--- config.mk ---
export PLATFORM = sky130hd
export DESIGN_NAME = regfile_read_arbiter
export DESIGN_NICKNAME = d
export VERILOG_FILES = /design/src/rtl/regfile_read_arbiter.sv
export SDC_FILE = /design/constraint.sdc
export NUM_CORES = 1
export LEC_CHECK = 0
export BUFFER_PORTS_ARGS = -buffer_cell sky130_fd_sc_hd__buf_4
export CAP_MARGIN = 20
export CORE_MARGIN = 2
export CORE_UTILIZATION = 44
export DETAILED_ROUTE_END_ITERATION = 7
export HOLD_SLACK_MARGIN = 0.1
export MAX_ROUTING_LAYER = met4
export PLACE_DENSITY = 0.78
export SLEW_MARGIN = 20
export SYNTH_ARGS = -nofsm -noshare
export SYNTH_HDL_FRONTEND = slang
export SYNTH_SLANG_ARGS = --single-unit
--- constraint.sdc ---
create_clock -name clk -period 2.2 [get_ports clk]
set_input_delay 0.11 -clock clk [delete_from_list [all_inputs] [get_ports clk]]
set_output_delay 0.11 -clock clk [all_outputs]
set_load 0.01 [all_outputs]
--- src/rtl/regfile_read_arbiter.sv ---
// Round-robin arbiter sharing one register-file read mux.
// One request in flight; response returned over valid/ready.
module regfile_read_arbiter #(
  parameter int NREQ  = 4,
  parameter int width = 32,
  parameter int IDW   = $clog2(NREQ)
) (
  input  logic              clk,
  input  logic              rst,
  input  logic [NREQ-1:0]   req_valid,
  input  logic [NREQ*5-1:0] req_addr,
  output logic [NREQ-1:0]   req_ready,
  output logic [4:0]        sel,
  input  logic [width-1:0]  mux_result,
  output logic              rsp_valid,
  output logic [IDW-1:0]    rsp_id,
  output logic [width-1:0]  rsp_data,
  input  logic              rsp_ready
);

  typedef enum logic [1:0] {
    IDLE,
    READ,
    RESP
  } state_t;

  state_t           state;
  state_t           state_d;
  logic [IDW-1:0]   ptr;
  logic [IDW-1:0]   ptr_nxt;
  logic [4:0]       sel_q;
  logic [IDW-1:0]   id_q;
  logic [IDW-1:0]   win;
  logic             found;
  logic             gnt_en;
  logic             grant;
  int               idx;

  // Winner search from ptr; descending k leaves the nearest hit.
  always_comb begin
    found = 1'b0;
    win   = '0;
    idx   = 0;
    for (int k = NREQ - 1; k >= 0; k--) begin
      idx = int'(ptr) + k;
      if (idx >= NREQ) idx = idx - NREQ;
      if (req_valid[idx]) begin
        found = 1'b1;
        win   = IDW'(idx);
      end
    end
  end

  assign ptr_nxt = (win == IDW'(NREQ - 1)) ? '0 : win + 1'b1;
  assign sel     = sel_q;

  // Grant window, one-hot grant and next-state selection.
  always_comb begin
    state_d   = state;
    req_ready = '0;
    grant     = 1'b0;
    gnt_en    = (state == IDLE) ||
                (state == RESP && rsp_ready);
    if (gnt_en && found && !rst) begin
      req_ready[win] = 1'b1;
      grant          = 1'b1;
    end
    unique case (state)
      IDLE: if (grant) state_d = READ;
      READ: state_d = RESP;
      RESP: begin
        if (rsp_ready) state_d = grant ? READ : IDLE;
      end
      default: state_d = IDLE;
    endcase
  end

  // State register.
  always_ff @(posedge clk or posedge rst) begin
    if (rst) state <= IDLE;
    else     state <= state_d;
  end

  // Request capture and response registers.
  always_ff @(posedge clk or posedge rst) begin
    if (rst) begin
      ptr       <= '0;
      sel_q     <= '0;
      id_q      <= '0;
      rsp_valid <= 1'b0;
      rsp_id    <= '0;
      rsp_data  <= '0;
    end else begin
      if (grant) begin
        sel_q <= req_addr[5*int'(win) +: 5];
        id_q  <= win;
        ptr   <= ptr_nxt;
      end
      if (state == READ) begin
        rsp_data  <= (sel_q == 5'd0) ? '0 : mux_result;
        rsp_id    <= id_q;
        rsp_valid <= 1'b1;
      end else if (state == RESP && rsp_ready) begin
        rsp_valid <= 1'b0;
      end
    end
  end

endmodule

=== After elaboration in Yosys (flattened, before gate mapping) ===
Index checks and enable logic that the tools add are counted.

* Word-level logic and storage cells: 78
* Flip-flop bits (word level): 46
* Input bits: 59
* Output and inout bits: 44

* Multipliers: 1
* $add $sub $neg: 8
* Mux-type cells: 36
* Order comparisons: 10
* Equal/unequal tests: 5
* Reduce and logical (&&, ||, !) cells: 10
* Shift operators: 1

{| class="wikitable"
|+ Operators with widths
! operator !! count
|-
| 2-to-1 mux 32 bit || 5
|-
| less-than comparator 32 x 4 -> 1 bit, second input constant || 4
|-
| indexed part select 20 x 6 -> 5 bit || 1
|-
| 2-to-1 mux 1 bit || 17
|-
| 2-to-1 mux 2 bit || 7
|-
| subtractor 3 x 3 -> 4 bit, second input constant || 3
|-
| greater-or-equal comparator 3 bit, second input constant || 3
|-
| binary-select mux 1 bit (select 2 bit) || 4
|-
| adder 2 x 2 -> 3 bit, second input constant || 2
|-
| one-hot mux 2 bit (3 select lines) || 1
|-
| logical NOT 5 bit || 1
|-
| multiplier 3 x 2 -> 5 bit, first input constant || 1
|-
| equality test 2 bit, second input constant || 2
|-
| logical AND 1 bit || 4
|-
| 2-to-1 mux 4 bit || 1
|-
| inequality test 2 bit, second input constant || 2
|-
| subtractor 2 x 3 -> 4 bit, second input constant || 1
|-
| adder 2 x 1 -> 3 bit, second input constant || 1
|-
| greater-or-equal comparator 2 x 3 -> 1 bit, second input constant || 1
|-
| less-than comparator 2 x 3 -> 1 bit, second input constant || 1
|-
| adder 2 x 1 -> 2 bit, second input constant || 1
|-
| demux 1 bit (select 2 bit) || 1
|-
| equality test 2 x 1 -> 1 bit, second input constant || 1
|-
| greater-or-equal comparator 2 x 1 -> 1 bit, second input constant || 1
|-
| 5 further kinds || 5
|}

=== Longest topological paths before layout ===
* Depth in word-level cells: 16
* Gate-level depth with buffers: 7

=== Worst setup path before layout ===
No wires, ideal clock.

* Path type: flip-flop to output port
* Start point: register ptr[0]
* End point: output port req_ready[0]
* Data arrival time: 1.477 ns
* Buffers on the path: 1
* Cell stages (with the launch flop): 8
* Path slack: 0.613 ns
* Cell sequence: dfrtp_1 -> nor2b_1 -> a211o_1 -> a21oi_4 -> buf_12 -> inv_1 -> ha_1 -> and2_1

* Word-level cells in the longest chain between the ends: 15

{| class="wikitable"
|+ Ends and longest elaborated chain
! item !! line !! source
|-
| start: declaration || 29 || <nowiki>logic [IDW-1:0] ptr;</nowiki>
|-
| start signal: assignment || 97 || <nowiki>ptr <= ptr_nxt;</nowiki>
|-
| adder 2 x 2 -> 3 bit || 45 || <nowiki>idx = int'(ptr) + k;</nowiki>
|-
| subtractor 3 x 3 -> 4 bit or greater-or-equal comparator 3 bit (tied branches) || 46 || <nowiki>if (idx >= NREQ) idx = idx - NREQ;</nowiki>
|-
| 2-to-1 mux 32 bit || 46 ||
|-
| binary-select mux 1 bit (select 2 bit) || 47 || <nowiki>if (req_valid[idx]) begin</nowiki>
|-
| 2-to-1 mux 1 bit (implied by the code) (2 in a row) || 47 ||
|-
| 2-to-1 mux 2 bit (3 in a row) || 47 ||
|-
| 2-to-1 mux 2 bit * || 47 ||
|-
| named net win[0] || 33 || <nowiki>logic [IDW-1:0] win;</nowiki>
|-
| less-than comparator 2 x 3 -> 1 bit (implied by the code) or greater-or-equal comparator 2 x 1 -> 1 bit (tied branches) || 65 || <nowiki>req_ready[win] = 1'b1;</nowiki>
|-
| logical AND 1 bit (implied by the code) || 65 ||
|-
| 2-to-1 mux 1 bit (implied by the code) || 65 ||
|-
| demux 1 bit (select 2 bit) * || 65 ||
|-
| 2-to-1 mux 4 bit * || 64 || <nowiki>if (gnt_en && found && !rst) begin</nowiki>
|-
| end: declaration || 12 || <nowiki>output logic [NREQ-1:0] req_ready,</nowiki>
|}

Mark *: on every way through the listed nets, which the timed path passes. The rest lies on a longest branch. The select of a mux whose other input is x is not followed.

=== Worst setup path after layout ===
* Start point: register ptr[1]
* End point: output port req_ready[3]

Same word-level chain as after synthesis.

==> impl_metrics.csv <==
group,metric,value,unit
floorplanning,die-area,4980,sq um
sta,setup_tns,0,ns
floorplanning,die_h,70.6,um
logic_synthesis,synth_cells,156,
floorplanning,core_area,4320,sq um
layout,syn2layout_area_growth,64.7,%
pwr,power.total,3.70,mW
layout,final_cell_mix,"buf_4, dfrtp_1, dlygate4sd3_1",
clock_network,clk-insertion-delay-late,0.29,ns
sta,fmax,485,MHz
clock_network,cts-htree-levels,2,
clock_network,cts_tree,"done",
layout,finish.utilization,74.3,%
layout,final_common_cell,"buf_4",
routing,dr.first_iter.drc_count,128,
logic_synthesis,synth_cell_types,28,
logic_synthesis,ys_ff_latch,46,
routing,postRouteAntennaNets,0,
layout,final_nets,359,
placed_design,place_congestion,0.736,
critical_path,cp_slowest_cell,"dfrtp_1",
logic_synthesis,yosys_warnings,0,
critical_path,cp_max_fo,5,
clock_network,root_buffer,"clkbuf_8",
clock_network,cts.sinks,46,
placed_design,hpwl,3.59,mm
routing,dr_total_vias,1847,
placed_design,portBuffers,102,
worst_hold_path,hold_class,"input pin to flip-flop",
run_status,status,"finished clean",
sta,fin_skew,0.00423,ns
sta,max_slew_margin,63.8,%
global_route,grt_pass1_vias,1892,
sta,rsz0062_at_grt,"false",
global_route,grt_max_degree,33,
pwr,power_density,1150,nW/um^2
routing,wl,5.60,mm
critical_path,arrival,1.95,ns
clock_network,post_cts_resized,0,
global_route,grt_pass1_wl,9.05,mm
routing,drtPass1Iterations,4,
routing,drc,0,
critical_path,endpoint_kind,"primary output",
clock_network,clkTransAtPathRegs,0.08,ns
logic_synthesis,synth_area_leaders,"dfrtp_1, a22o_1, mux2i_1",
routing,vias_per_cell,5.31,
sta,hold_viol,0,
sta,final.setup.worst_slack,0.137,ns
pwr,power.leakage,1.64,nW
logic_synthesis,avgSynthCellArea,12.5,sq um
layout,n_antenna_cell,0,
logic_synthesis,ys.flop_type,"dfrtp_1",
layout,drive_gt1_share,40.2,%
sta,slew_viol_final,0,
floorplanning,dieWidth,70.6,um
global_route,grt_overflow_total,0,
routing,wl_per_cell,16.1,um
pwr,ir_drop,559,uV
global_route,grt_use_total,23.7,%
global_route,antenna_found_initial,0,
job,cap_violations,0,
logic_synthesis,async_flop_share,100,%
critical_path,cp.required,2.09,ns
logic_synthesis,ys_seq_area_share,59.0,%
logic_synthesis,syn_area,1950,sq um
logic_synthesis,synth_top_area_cell,"dfrtp_1",
logic_synthesis,synth-edff-count,0,
sta,fin_crit_sh,93.8,%
floorplanning,num_io_pins,103,
floorplanning,rows,24,
critical_path,cpPeakStageDelay,0.40,ns
sta,worst_pin_slew,0.543,ns
placed_design,dp_slack,0.445,ns
clock_network,cts_max_path_buffers,2,
critical_path,path_cells,"a21oi_1 -> or3b_1 -> o211ai_1 -> inv_1 -> ha_1 -> and2_1 -> buf_4",
logic_synthesis,yosysTopAreaCellShare,59.0,%
critical_path,path_class,"flip-flop to primary output",
floorplanning,initial_core_util,45.1,%
sta,setup_viol,0,
logic_synthesis,synthesis.nets,219,
sta,post-route-min-period,2.06,ns
critical_path,start_kind,"flip-flop",
clock_network,numCtsBuffers,5,
registers in the layout, indices dropped and copies added, names as in the netlist:
register   flops
rsp_data      32
rsp_id         2
state          2
id_q           2
sel            5
ptr            2
rsp_valid      1
routing by layer:
metal	global-route usage (%)	wire (um)
met2	37.8	2700
met4	6.92	120
met1	30.5	2380
met5	-	0
met3	5.56	396
final timing paths:
path	start	to	slack, ns	depth (start not counted)
setup / recovery	ptr[1]$_DFFE_PP0P_	req_ready[3]	0.14	7
hold / removal	req_addr[4]	sel[4]$_DFFE_PP0P_	0.13	3
hold reg to reg	id_q[0]$_DFFE_PP0P_	id_q[0]$_DFFE_PP0P_	0.50	2
setup reg to reg	ptr[0]$_DFFE_PP0P_	sel[1]$_DFFE_PP0P_	0.49	6
max in group asynchronous	rst	rsp_id[1]$_DFFE_PP0P_	1.27	4
min in group asynchronous	rst	rsp_data[0]$_DFFE_PP0P_	0.42	3
cells by family (layout without fill, tap and decap cells):
group | after synthesis | in the layout | synth area share [%]
AOI/OAI and AO/OA | 51 | 51 | 22.1
DFF | 46 | 46 | 59.0
and+or+nand+nor | 25 | 25 | 6.16
buffers and inverters | 19 | 159 | 4.49
muxes | 11 | 11 | 5.71
adders and majority gates | 4 | 4 | 2.57
worst max-delay path, delay by kind of cell, from the launching register on:
kind	cells	cell delay, ns
and+or+nand+nor	2	0.50
DFF	1	0.40
buffers and inverters	2	0.27
AOI/OAI and AO/OA	2	0.26
adders and majority gates	1	0.23
Yosys cell counts, types with 4 or more instances:
library cell,number
dfrtp_1,46
a22o_1,32
nand2_1,13
mux2i_1,10
inv_1,9
clkbuf_1,6
o221ai_1,6
and2_1,4
ha_1,4
o21ai_0,4
what timing repair did:
item | in CTS | in global routing
setup buffers | 0 | 2
setup endpoints to repair | 0 | 2
hold buffers | 34 | 0
endpoints found under the hold margin | 57 | 0
layout make-up:
| cell class | instances | area [sq um] |
|---|---|---|
| tap | 52 | 65.1 |
| clock buffer | 5 | 68.8 |
| multi-input combinational | 91 | 716 |
| inverter | 10 | 37.5 |
| timing repair buffer | 142 | 1160 |
| clock inverter | 2 | 10.0 |
| sequential | 46 | 1150 |
| fill | 318 | 1110 |
stage by stage:
stage               std cells  hold slack [ns]  area (sq um)
detailed placement        305            0.203          2780
global placement          305            0.196          2780
finish                    348            0.132          3210
floorplan                 156            0.218          1950
CTS                       346            0.130          3200
global route              348            0.151          3210
report_power, final:
group          internal [mW]  switching, mW  total, mW
logic                  0.954          0.757       1.71
registers               1.24          0.265       1.50
clock network          0.214          0.270      0.484
Power figures use the tool's default switching activity.
